File: config.mk
export PLATFORM = sky130hd
export DESIGN_NAME = display_scan_ctrl_flat
export DESIGN_NICKNAME = d
export VERILOG_FILES = /design/src/rtl/seg7_pkg.sv /design/src/rtl/display_scan_ctrl_if.sv /design/src/rtl/seg7_decoder.sv /design/src/rtl/display_scan_ctrl.sv /design/src/flat_wrapper.sv
export SDC_FILE = /design/constraint.sdc
export NUM_CORES = 1
export LEC_CHECK = 0
export CORE_AREA = 2 2 112 81
export CTS_CLUSTER_SIZE = 10
export DETAILED_ROUTE_END_ITERATION = 10
export DIE_AREA = 0 0 114 83
export PLACE_DENSITY = 0.65
export SYNTH_ARGS = -nofsm -noshare
export SYNTH_HDL_FRONTEND = slang
export SYNTH_SLANG_ARGS = --single-unit
File: constraint.sdc
create_clock -name clk -period 2.3 [get_ports clk]
set_input_delay 0.345 -clock clk [delete_from_list [all_inputs] [get_ports clk]]
set_output_delay 0.345 -clock clk [all_outputs]
set_load 0.02 [all_outputs]
File: src/rtl/seg7_pkg.sv
// Shared constants for the multiplexed 7-segment display path: active-low
// segment codes {g,f,e,d,c,b,a}, scan FSM encoding and the anode-off pattern.
package seg7_pkg;

  localparam logic [6:0] SEG_0   = 7'b1000000;
  localparam logic [6:0] SEG_1   = 7'b1111001;
  localparam logic [6:0] SEG_2   = 7'b0100100;
  localparam logic [6:0] SEG_3   = 7'b0110000;
  localparam logic [6:0] SEG_4   = 7'b0011001;
  localparam logic [6:0] SEG_5   = 7'b0010010;
  localparam logic [6:0] SEG_6   = 7'b0000010;
  localparam logic [6:0] SEG_7   = 7'b1111000;
  localparam logic [6:0] SEG_8   = 7'b0000000;
  localparam logic [6:0] SEG_9   = 7'b0010000;
  localparam logic [6:0] SEG_OFF = 7'h7F;

  typedef enum logic {
    ST_BLANK = 1'b0,
    ST_SHOW  = 1'b1
  } scan_state_t;

  // Wide enough for the largest supported digit count; slice to NUM_DIGITS.
  localparam logic [7:0] ANODES_OFF = 8'hFF;

endpackage

File: src/rtl/display_scan_ctrl_if.sv
// Value-load handshake between the producing logic (master) and the scan
// controller (slave).
interface display_scan_ctrl_if #(
  parameter int NUM_DIGITS = 4
);
  logic                    load;
  logic [4*NUM_DIGITS-1:0] value_in;
  logic                    lz_blank_en;
  logic                    ready;

  modport master (output load, output value_in, output lz_blank_en, input ready);
  modport slave  (input load, input value_in, input lz_blank_en, output ready);
endinterface

File: src/rtl/seg7_decoder.sv
// Combinational BCD to active-low 7-segment decoder; non-BCD nibbles blank.
module seg7_decoder
  import seg7_pkg::*;
(
  input  logic [3:0] bcd,
  output logic [6:0] seg
);

  always_comb begin
    // NOTE: default assignment first so every path drives seg -- no latch.
    seg = SEG_OFF;
    unique case (bcd)
      4'd0:    seg = SEG_0;
      4'd1:    seg = SEG_1;
      4'd2:    seg = SEG_2;
      4'd3:    seg = SEG_3;
      4'd4:    seg = SEG_4;
      4'd5:    seg = SEG_5;
      4'd6:    seg = SEG_6;
      4'd7:    seg = SEG_7;
      4'd8:    seg = SEG_8;
      4'd9:    seg = SEG_9;
      default: seg = SEG_OFF;
    endcase
  end

endmodule

File: src/rtl/display_scan_ctrl.sv
// Time-multiplexed 7-segment scan controller: per-digit blank/show slots,
// leading-zero suppression and frame-aligned double-buffered value loads.
module display_scan_ctrl
  import seg7_pkg::*;
#(
  parameter  int NUM_DIGITS   = 4,
  parameter  int REFRESH_DIV  = 50000,
  parameter  int BLANK_CYCLES = 500,
  localparam int IDX_W        = $clog2(NUM_DIGITS),
  localparam int CNT_W        = $clog2(REFRESH_DIV)
) (
  input  logic                  clk,
  input  logic                  rst_n,
  display_scan_ctrl_if.slave    hs,
  output logic [6:0]            seg,
  output logic [NUM_DIGITS-1:0] an,
  output logic [IDX_W-1:0]      digit_idx,
  output logic                  frame_tick
);

  localparam logic [NUM_DIGITS-1:0] AN_OFF = ANODES_OFF[NUM_DIGITS-1:0];

  scan_state_t                 state;
  logic [CNT_W-1:0]            cnt;
  logic                        run;
  logic [NUM_DIGITS-1:0][3:0]  active;
  logic [NUM_DIGITS-1:0][3:0]  shadow;
  logic                        pending;

  logic                        last_cnt;
  logic                        last_digit;
  logic                        show_entry;
  logic                        boundary;
  logic                        accept;
  logic [6:0]                  dec_seg;
  logic [NUM_DIGITS-1:0]       upper_zero;
  logic                        suppress;

  assign last_cnt   = (cnt == CNT_W'(REFRESH_DIV - 1));
  assign last_digit = (digit_idx == IDX_W'(NUM_DIGITS - 1));
  assign show_entry = (state == ST_BLANK) && (cnt == CNT_W'(BLANK_CYCLES - 1));
  assign boundary   = run && (state == ST_SHOW) && last_cnt && last_digit;
  assign accept     = hs.load && !pending;
  assign hs.ready   = !pending;

  seg7_decoder u_dec (
    .bcd (active[digit_idx]),
    .seg (dec_seg)
  );

  // upper_zero[i]: nibbles i..NUM_DIGITS-1 of the active value are all zero.
  always_comb begin
    upper_zero = '0;
    upper_zero[NUM_DIGITS-1] = (active[NUM_DIGITS-1] == 4'd0);
    for (int i = NUM_DIGITS - 2; i >= 0; i--) begin
      upper_zero[i] = upper_zero[i+1] && (active[i] == 4'd0);
    end
  end

  assign suppress = hs.lz_blank_en && (digit_idx != '0) && upper_zero[digit_idx];

  // Scan FSM with registered display outputs.
  always_ff @(posedge clk or negedge rst_n) begin
    if (!rst_n) begin
      // NOTE: sequential state uses non-blocking assignments only.
      state      <= ST_BLANK;
      cnt        <= '0;
      run        <= 1'b0;
      digit_idx  <= '0;
      seg        <= SEG_OFF;
      an         <= AN_OFF;
      frame_tick <= 1'b0;
    end else if (!run) begin
      // First edge after reset opens frame 0 with the tick asserted.
      run        <= 1'b1;
      frame_tick <= 1'b1;
    end else begin
      frame_tick <= boundary;
      cnt        <= last_cnt ? '0 : cnt + CNT_W'(1);
      unique case (state)
        ST_BLANK: begin
          if (show_entry) begin
            state <= ST_SHOW;
            an    <= suppress ? AN_OFF : ~(NUM_DIGITS'(1) << digit_idx);
            seg   <= suppress ? SEG_OFF : dec_seg;
          end
        end
        ST_SHOW: begin
          if (last_cnt) begin
            state     <= ST_BLANK;
            an        <= AN_OFF;
            seg       <= SEG_OFF;
            digit_idx <= last_digit ? '0 : digit_idx + IDX_W'(1);
          end
        end
        default: state <= ST_BLANK;
      endcase
    end
  end

  // Double buffer: loads land in the shadow and commit only at a frame boundary.
  always_ff @(posedge clk or negedge rst_n) begin
    if (!rst_n) begin
      active  <= '0;
      shadow  <= '0;
      pending <= 1'b0;
    end else if (boundary) begin
      if (pending) begin
        active  <= shadow;
        pending <= 1'b0;
      end else if (accept) begin
        active <= hs.value_in;
      end
    end else if (accept) begin
      shadow  <= hs.value_in;
      pending <= 1'b1;
    end
  end

endmodule

File: src/flat_wrapper.sv
// flat-port wrapper written by rule: the top's interface ports become plain ports
module display_scan_ctrl_flat import seg7_pkg::*;
#(
  parameter  int NUM_DIGITS   = 4,
  parameter  int REFRESH_DIV  = 50000,
  parameter  int BLANK_CYCLES = 500,
  localparam int IDX_W        = $clog2(NUM_DIGITS),
  localparam int CNT_W        = $clog2(REFRESH_DIV)
)
  (clk, rst_n, seg, an, digit_idx, frame_tick, hs_load, hs_value_in, hs_lz_blank_en, hs_ready);
  display_scan_ctrl_if #(.NUM_DIGITS(NUM_DIGITS)) hs_i ();
  input  logic clk;
  input  logic rst_n;
  output logic [6:0] seg;
  output logic [NUM_DIGITS-1:0] an;
  output logic [IDX_W-1:0] digit_idx;
  output logic frame_tick;
  input wire logic [$bits(hs_i.load)-1:0] hs_load;
  input wire logic [$bits(hs_i.value_in)-1:0] hs_value_in;
  input wire logic [$bits(hs_i.lz_blank_en)-1:0] hs_lz_blank_en;
  output wire logic [$bits(hs_i.ready)-1:0] hs_ready;
  assign hs_i.load = hs_load;
  assign hs_i.value_in = hs_value_in;
  assign hs_i.lz_blank_en = hs_lz_blank_en;
  assign hs_ready = hs_i.ready;
  display_scan_ctrl #(.NUM_DIGITS(NUM_DIGITS), .REFRESH_DIV(REFRESH_DIV), .BLANK_CYCLES(BLANK_CYCLES)) u_core (.clk(clk), .rst_n(rst_n), .hs(hs_i), .seg(seg), .an(an), .digit_idx(digit_idx), .frame_tick(frame_tick));
endmodule
==> Word level (Yosys, flattened, before mapping) <==
Memory sizes are Yosys's and may differ from the RTL's.
Cells that the tools add are included.
{ "totals": {"ff_bits": 65, "mem_bits_ro": 112, "input_bits": 20, "output_inout_bits": 15, "elab_cells": 73, "mem_count": 1} }
{ "op_classes": {"n_reduce_logical": 22, "n_bitwise": 3, "n_eq_ne": 5, "add_sub_neg": 2, "n_mux": 22, "shift": 1, "magnitude_cmp": 1} }
{ "memory_table": {"columns": ["memory", "depth", "word_bits", "rd", "rd_clocked_by_memory_dff", "write_ports", "line", "text"], "rows": [
  ["(no name shown)", 16, 7, 1, 0, 0, "seg7_decoder.sv:12", "unique case (bcd)"]
]} }
{ "ops": {"columns": ["operator", "n"], "rows": [
  ["$mux 16", 3],
  ["$mux 7", 3],
  ["$add 16x1->16 const B", 1],
  ["$eq 16x16->1 const B", 1],
  ["$eq 16x9->1 const B", 1],
  ["$logic_not 4->1", 4],
  ["$mux 4", 4],
  ["$pmux 7 s2", 1],
  ["$logic_and 1x1->1", 10],
  ["$bmux 4 s2", 1],
  ["$pmux 4 s2", 1],
  ["$mux 1", 6],
  ["$reduce_and 3->1", 2],
  ["$reduce_bool 2->1", 3],
  ["$not 4->4", 1],
  ["$reduce_and 2->1", 2],
  ["$shl 1x2->4 const A", 1],
  ["$lt 2x3->1 const B", 1],
  ["$add 2x1->2 const B", 1],
  ["$bmux 1 s2", 1],
  ["$eq 2x2->1 const B", 1],
  ["$mux 2", 1],
  ["$ne 2x1->1 const B", 1],
  ["$ne 2x2->1 const B", 1],
  ["3 further kinds", 4]
]} }

==> Longest topological paths before layout <==
Gate-level depths: netlist of run 1.
{ "depth": {"depth_word": 10, "mapped_depth": 8, "mapped_depth_nobuf": 7} }

==> Modules after synthesis <==
A second synthesis of run 1 with hierarchy kept.
{ "unflattened": {"cells_unflattened": 329, "hier_area_um2": 3538.4} }
{ "modules_own_cells": {"columns": ["mod", "cells_each", "area_per_inst_um2", "instances", "seq_area_each_um2"], "rows": [
  ["display_scan_ctrl", 296, 3328.2, 1, 1640.3],
  ["seg7_decoder", 33, 210.2, 1, 0.0]
]} }

==> Worst setup path after synthesis of run 1 <==
OpenSTA, ideal clock, no wires.
{ "synth_path": {"path_type": "register -> register", "startpoint": "register u_core.digit_idx[0]", "endpoint": "register u_core.seg[3]", "path_stages_with_launch": 7, "slack_ps": 87, "t_arrival_ps": 2136, "n_path_buf": 1, "setup_ps": 77, "synth_period_minus_slack_ps": 2213, "t_required_ps": 2223, "cell_sequence": "dfrtp_1 > clkbuf_1 > mux4_2 > inv_1 > ha_1 > a211o_1 > a31oi_1"} }
{ "synth_between": {"elab_chain_cells": 6, "elab_cells_between_ends": 11, "cone_classes": "mux (7); reduce/logical (3); memory (1)"} }
{ "synth_rtl": {"columns": ["element", "line", "text"], "rows": [
  ["start: declaration", "display_scan_ctrl.sv:17", "output logic [IDX_W-1:0] digit_idx,"],
  ["start signal: assignment", "display_scan_ctrl.sv:93", "digit_idx <= last_digit ? '0 : digit_idx + IDX_W'(1);"],
  ["$bmux 4 s2, or another cell as far along", "display_scan_ctrl.sv:47", ".bcd (active[digit_idx]),"],
  ["$mux 4 (not written as such), or another cell as far along", "display_scan_ctrl.sv:47", null],
  ["$mem_v2 16x7 / $logic_and 1x1->1 (equally long branches)", null, null],
  ["$mux 7 (*)", "display_scan_ctrl.sv:85", "seg <= suppress ? SEG_OFF : dec_seg;"],
  ["$mux 7 (*)", "display_scan_ctrl.sv:82", "if (show_entry) begin"],
  ["$pmux 7 s2 (*)", "display_scan_ctrl.sv:80", "unique case (state)"],
  ["end signal: assignment", "display_scan_ctrl.sv:85", null],
  ["end: declaration", "display_scan_ctrl.sv:15", "output logic [6:0] seg,"]
]} }
Mark *: on every way between the ends. The rest lies on a longest branch, timed or not. The select of a mux whose other input is x is not followed.
A chain may end at the register's enable or synchronous reset.

==> Final worst setup path of run 1 <==
{ "layout_path": {"startpoint": "register u_core.cnt[10]", "endpoint": "register u_core.shadow[7] (netlist name)"} }
{ "layout_between": {"elab_chain_cells": 5} }
{ "layout_rtl": {"columns": ["element", "line", "text"], "rows": [
  ["start: declaration", "display_scan_ctrl.sv:24", "logic [CNT_W-1:0] cnt;"],
  ["start signal: assignment", "display_scan_ctrl.sv:79", "cnt <= last_cnt ? '0 : cnt + CNT_W'(1);"],
  ["$eq 16x16->1", "display_scan_ctrl.sv:39", "assign last_cnt = (cnt == CNT_W'(REFRESH_DIV - 1));"],
  ["$logic_and 1x1->1 (2 in series)", "display_scan_ctrl.sv:42", "assign boundary = run && (state == ST_SHOW) && last_cnt && last_digit;"],
  ["$not 1->1 (no source line)", null, null],
  ["$reduce_and 2->1 (no source line)", null, null],
  ["end signal: assignment", "display_scan_ctrl.sv:115", "shadow <= hs.value_in;"],
  ["end: declaration", "display_scan_ctrl.sv:27", "logic [NUM_DIGITS-1:0][3:0] shadow;"]
]} }
Every way passes these cells.

==> summary.md, run 1 <==
| Metric | Value |
|---|---|
| Status | `finished, final reports clean` |
| Synth Instances | `301` |
| #FFs+latches synth | `65` |
| Number of diodes | `0` |
| Final ANT Viol Nets | `0` |
| Post-layout min period | `2.210 ns` |
| Netlist Area Pre-Place | `3276 um^2` |
| Routed wire length | `7231 um` |
| Initial DRC Count | `96` |
| Netlist cell types | `40` |
| Drt pass-1 iters | `4` |
| MaxCap Viol Count | `0` |
| Synth-to-layout area growth | `26.66%` |
| Maximum buffer depth of the clock tree | `2` |
| Yosys Warn Count | `0` |
| Die ar. | `9462 um^2` |
| Reg clk slew, reported paths | `0.06 ns` |
| Final Util | `0.4976` |
| Synth Area per Inst | `10.88 um^2` |
| CTS Buf Count | `9` |
| # setup viols final | `0` |
| Post-synth EDFFs | `0` |
| Hold Slack | `0.05373 ns` |
| Total power draw | `3.122 mW` |
| Fin nets | `377` |
| Seq. cell area | `1640 um^2` |
| Initial antenna violation count | `0` |
| Detailed placer's ending HPWL | `5032 um` |
| Crit path max fanout | `8` |
| Layout cell share with drive strength beyond 1 | `0.1909` |
| Yosys top cell by area | `dfrtp_1` |
| Synth top cells by count | `dfrtp_1 (54), nand2_1 (32), o21ai_0 (24), mux2i_1 (19), nor2_1 (16)` |
| Cts hold-fix bufs | `0` |
| Largest net degree at the start of global routing | `37` |
| Register-to-Register Path Depth | `5` |
| Syn Nets | `332` |
| Cells after DPL | `439` |
| Vias in the first global route | `2393` |
| Final worst slack | `0.08953 ns` |
| Slew Limit Fails | `0` |
| CTS tree | `built` |
| Worst Hold Class | `in -> async` |
| Port bufs | `34` |
| CTS Root Cell | `clkbuf_16` |
| Power per cell area | `752.5 nW/um^2` |
| Filler cells | `766` |
| GRT Total Usage | `0.1640` |
| Count leader, synth | `dfrtp_1` |
| Die Span Y | `83 um` |
| Leakage | `1.879 nW` |
| Part of the Yosys area used for sequential elements | `0.5008` |
| First-pass GRT wire length | `12140 um` |
| CP arrival | `2.42 ns` |
| Worst slack, placed | `0.07356 ns` |
| CORE AREA | `8338 um^2` |
| CP startpoint kind | `register` |
| CP Data Required Time | `2.51 ns` |
| DRC viols | `0` |
| Final worst-path cycle share | `0.9611` |
| DR vias | `2421` |
| Top-area cell type share of the netlist area | `0.4125` |
| CTS Sinks | `65` |
| Post-Layout Cell Count | `456` |
| Worst vdd ir | `348.7 uV` |
| R2R Setup Slk | `0.09 ns` |
| GP Congestion | `0.8960` |
| Max-slew headroom | `0.5433` |
| FFs w/ async S/R, synth | `1.000` |
| Vias per std cell | `5.309` |
| Multi-input gate area | `1538 um^2` |
| Critical path capture point type | `register` |
| CP Class | `reg -> reg` |
| Starting Density | `0.3929` |
| Fmax | `452.4 MHz` |
| Synth area leaders | `dfrtp_1 (41%), dfstp_2 (8.8%), mux2i_1 (5.8%)` |
| Main synth FF type | `dfrtp_1` |
| Die width | `114 um` |
| Final Hold Viols | `0` |
| R2R Path Start | `u_core.cnt[10]` |
| WL/cell | `15.86 um` |
| Rows | `28` |
| CTS H-tree depth | `3` |
| Worst Tran Pin Value | `0.6850 ns` |
| Terminus of the critical flop-to-flop path | `u_core.shadow[7]` |
| Worst-Skew Late Latency | `0.33 ns` |
| Skew final | `0.008154 ns` |
| Aggregate global routing overflow | `0` |
| IO Count | `35` |
==> layer usage <==
| metal | up-vias | GRT usage | wire length, um |
|---|---|---|---|
| met4 | 0 | 0.05876 | 73 |
| met1 | 1170 | 0.2525 | 3665 |
| met3 | 6 | 0.05036 | 523 |
| met2 | 80 | 0.2137 | 2968 |
| li1 | 1165 | - | - |
| met5 | - | 0 | 0 |
==> per-stage QoR <==
| step | area (um^2) | TNS (ns) |
|---|---|---|
| 5_1_grt | 4149 | -0.08173 |
| 3_5_place_dp | 3792 | 0 |
| 2_1_floorplan | 3276 | 0 |
| 3_3_place_gp | 3792 | 0 |
| 6_report | 4149 | 0 |
| 4_1_cts | 4138 | 0 |
==> power by group <==
part	switching, mW	internal (mW)
sequential	0.0685	1.22
combinational	0.121	0.144
clock	0.485	1.09
==> cell usage in the layout, fill, tap and decap left out, drive strengths merged, types with 15 or more instances in the layout <==
cell	netlist	routed
clkdlybuf4s50	0	33
mux2i	19	19
buf	5	15
dfrtp	54	54
nor2	16	16
nor3	15	15
o21ai	24	24
nand2	32	32
mux2	16	16
==> timing repair <==
action / CTS / global route
setup buffers: 0 / 0
resized for setup: 0 / 2
endpoints found under the setup margin: 0 / 16
==> critical path, stage by stage, from the launching register on <==
cell	delay, ns
dfrtp_1	0.41
or4_4	0.57
nor4_2	0.35
and2_4	0.24
a21oi_2	0.18
mux2_4	0.34
==> area by class of cell <==
cell class,count,area share
clock inverters,5,0.02473
well taps,105,0.03166
clock buffers,11,0.05850
repair buffers,48,0.1092
flip-flops and latches,65,0.3954
multi-input cells,211,0.3706
inverters,11,0.009952
==> registers in the layout, summed over array words and instances (netlist names) <==
signal	flops
u_core.run	1
u_core.seg	7
u_core.active	16
u_core.digit_idx	2
u_core.cnt	16
u_core.an	4
u_core.shadow	16
u_core.state	1
u_core.pending	1
u_core.frame_tick	1
==> cell families (layout without fill, tap and decap cells) <==
kind of cell / count (synthesis) / after routing / synth area share
buffers and inverters: 26 / 75 / 0.03514
other: 1 / 1 / 0.001145
AO/OA/AOI/OAI: 47 / 48 / 0.08595
adder cells (fa/ha/maj): 11 / 11 / 0.04202
multiplexers: 39 / 39 / 0.1520
AND/OR/NAND/NOR: 100 / 100 / 0.1509
flip-flops: 65 / 65 / 0.5008
XOR/XNOR: 12 / 12 / 0.03209
==> worst max path at each step <==
stage,from,end,cells after the start
2_1_floorplan,u_core.digit_idx[0],u_core.seg[3],6
3_3_place_gp,u_core.cnt[10],u_core.shadow[7],5
3_5_place_dp,u_core.cnt[10],u_core.shadow[7],5
4_1_cts,u_core.cnt[0],u_core.shadow[3],6
5_1_grt,u_core.cnt[10],u_core.shadow[15],5
6_report,u_core.cnt[10],u_core.shadow[7],5
Power figures use the tool's default switching activity.
==> inputs of run 2 (changes only) <==
--- a/config.mk
+++ b/config.mk
@@ -5,11 +5,11 @@
 export SDC_FILE = /design/constraint.sdc
 export NUM_CORES = 1
 export LEC_CHECK = 0
-export CORE_AREA = 2 2 112 81
+export CORE_AREA = 2 2 99 73
 export CTS_CLUSTER_SIZE = 10
 export DETAILED_ROUTE_END_ITERATION = 10
-export DIE_AREA = 0 0 114 83
-export PLACE_DENSITY = 0.65
+export DIE_AREA = 0 0 101 75
+export PLACE_DENSITY = 0.78
 export SYNTH_ARGS = -nofsm -noshare
 export SYNTH_HDL_FRONTEND = slang
 export SYNTH_SLANG_ARGS = --single-unit
==> summary.md, run 2 (synthesis results as in run 1) <==
| Metric | Value |
|---|---|
| Critical path capture point type | `register` |
| Power per cell area | `632.1 nW/um^2 (-16%)` |
| CTS Buf Count | `9 (unchanged)` |
| R2R Path Start | `u_core.cnt[0]` |
| Biggest regs | `u_core.active: 16 flops, u_core.cnt: 16 flops, u_core.shadow: 16 flops` |
| Internal | `1.909 mW (-22%)` |
| CP startpoint kind | `register` |
| Worst Tran Pin Value | `0.6828 ns (-0.002248 ns)` |
| CTS tree | `built` |
| Crit path max fanout | `16 (+8)` |
| # setup viols final | `0 (unchanged)` |
| Slew Limit Fails | `0 (unchanged)` |
| CTS Sinks | `65 (unchanged)` |
| Fmax | `450.4 MHz (-0.43%)` |
| Crit path from | `u_core.cnt[0]` |
| Highest Signal Layer | `met4` |
| RSZ-0062 raised after global routing | `no` |
| MaxCap Viol Count | `0 (unchanged)` |
| Starting Density | `0.4987 (+0.1058)` |
| Synth-to-layout area growth | `20.93%` |
| Post-CTS Setup Bufs | `0 (unchanged)` |
| DRC viols | `0 (unchanged)` |
| Clock power frac | `0.384 (-0.119)` |
| Worst-Skew Late Latency | `0.34 ns (about the same)` |
| Setup_tns | `0 ns (unchanged)` |
| Vias in the first global route | `2364 (-1.2%)` |
| Final Hold Viols | `0 (unchanged)` |
| CP Data Required Time | `2.52 ns (about the same)` |
| CP arrival | `2.44 ns (+0.02 ns)` |
| Fin nets | `377 (unchanged)` |
| Drt pass-1 iters | `4 (unchanged)` |
| Filler cells | `562 (-27%)` |
| Layout cell share with drive strength beyond 1 | `0.1857 (-0.005169)` |
| Worst vdd ir | `339.6 uV (-2.6%)` |
| Switch Pwr | `0.5949 mW (-12%)` |
| Worst Hold Class | `in -> async` |
| Die ar. | `7575 um^2 (-20%)` |
| DR vias | `2365 (-2.3%)` |
| Rows | `25 (-11%)` |
| GRT Total Usage | `0.1989 (+0.03489)` |
| Seq. cell area | `1640 um^2 (unchanged)` |
| Maximum buffer depth of the clock tree | `2 (unchanged)` |
| DR WL met3 | `285 um (-46%)` |
| Final Util | `0.6030 (+0.1054)` |
| Die Span Y | `75 um (-9.6%)` |
| Initial DRC Count | `136 (+42%)` |
| Routed wire length | `6740 um (-6.8%)` |
| Initial antenna violation count | `0 (unchanged)` |
| Most common cell after layout, fill and taps aside | `dfrtp_1` |
| Port bufs | `34 (unchanged)` |
| WL/cell | `15.64 um (-1.4%)` |
| CP Class | `reg -> reg` |
| WL met2 | `2985 um (+0.57%)` |
| CORE AREA | `6569 um^2 (-21%)` |
| Die width | `101 um (-11%)` |
| Skew final | `0.008427 ns (+0.0002731 ns)` |
| Reg clk slew, reported paths | `0.07 ns (about the same)` |
| Leakage | `1.812 nW (-3.6%)` |
| Met1 Wirelength | `3398 um (-7.3%)` |
| Most frequent cells in the layout | `dfrtp_1 (54), clkdlybuf4s50_1 (33), nand2_1 (32), o21ai_0 (24), mux2i_1 (19)` |
| Final worst-path cycle share | `0.9652 (+0.004162)` |
| Number of diodes | `0 (unchanged)` |
| Aggregate global routing overflow | `0 (unchanged)` |
| CTS H-tree depth | `3 (unchanged)` |
| Sw Ratio | `0.2376 (+0.02164)` |
| Final ANT Viol Nets | `0 (unchanged)` |
| Largest net degree at the start of global routing | `38 (+2.7%)` |
| First-pass GRT wire length | `11510 um (-5.2%)` |
| Sequential power share | `0.511 (+0.099)` |
| Max-slew headroom | `0.5438 (about the same)` |
| Post-layout min period | `2.220 ns (+0.009572 ns)` |
| GP Congestion | `0.9823 (+9.6%)` |
| IO Count | `35 (unchanged)` |
| Detailed placer's ending HPWL | `4884 um (-2.9%)` |
| CTS Root Cell | `clkbuf_8` |
| Multi-input gate area | `1535 um^2 (-0.16%)` |
| Vias per std cell | `5.487 (+3.4%)` |
| Comb power frac | `0.105 (+0.020)` |
| Status | `finished, final reports clean` |
==> run 2: cell types whose count changed in the layout (fill, tap and decap cells not counted), moves of 2 or more <==
cell       delta
clkbuf_8     +10
buf_4         +2
bufinv_16     -2
clkbuf_16     -9
==> run 2: area by class of cell <==
class	instances	area share
Inverter	11	0.01042
Tap cell	81	0.02558
Multi-Input combinational cell	210	0.3876
Timing Repair Buffer	49	0.1131
Sequential cell	65	0.4141
Clock inverter	3	0.01011
Clock buffer	12	0.03917
==> run 2: timing repair <==
| item | CTS | global route |
|---|---|---|
| endpoints found under the setup margin | 0 | 16 |
| hold buffers | 0 | 0 |
| gates resized for setup | 0 | 1 |
==> run 2: stage by stage <==
| step | power, mW | instance area (um^2) | std cells | setup slack [ns] | hold WS (ns) |
|---|---|---|---|---|---|
| global route | 2.618 | 3961 | 431 | 0.002212 | 0.03834 |
| global placement | 1.550 | 3757 | 416 | 0.1183 | 0.3750 |
| CTS | 2.534 | 3953 | 431 | 0.06476 | 0.01282 |
| floorplan | 1.434 | 3276 | 301 | 0.08716 | 0.04941 |
| detailed placement | 1.560 | 3757 | 416 | 0.07817 | 0.3827 |
| finish | 2.504 | 3961 | 431 | 0.07995 | 0.008641 |
==> run 2: metal layers <==
| layer | up-vias | track usage |
|---|---|---|
| li1 | 1156 | - |
| met1 | 1145 | 0.2936 |
| met2 | 56 | 0.2926 |
| met3 | 8 | 0.04921 |
| met4 | 0 | 0.06306 |
| met5 | - | 0 |
==> run 2: power by group through the flow <==
stage	clock [mW]	combinational, mW	sequential (mW)
after floorplan	0	0.138	1.30
after global placement	0	0.255	1.30
after detailed placement	0	0.262	1.30
after CTS	0.992	0.263	1.28
after global routing	1.03	0.294	1.29
final	0.962	0.262	1.28
==> run 2: path summary, 6_finish.rpt <==
check / end / slack (ns) / cells past startpoint
max: u_core.shadow[3] / 0.08 / 6
min: u_core.cnt[4] / 0.009 / 2
max reg2reg: u_core.shadow[3] / 0.08 / 6
min reg2reg: u_core.cnt[10] / 0.50 / 1
max in group asynchronous: u_core.active[0] / 1.91 / 2
min in group clk: u_core.cnt[10] / 0.50 / 1
==> run 2: worst max-delay path: stages, from the launching register on <==
cell and delay, ns:
dfrtp_1 0.42, ha_1 0.25, nand4_1 0.17, nor4_4 0.08
and2_1 0.20, a21oi_4 0.58, mux2_2 0.41
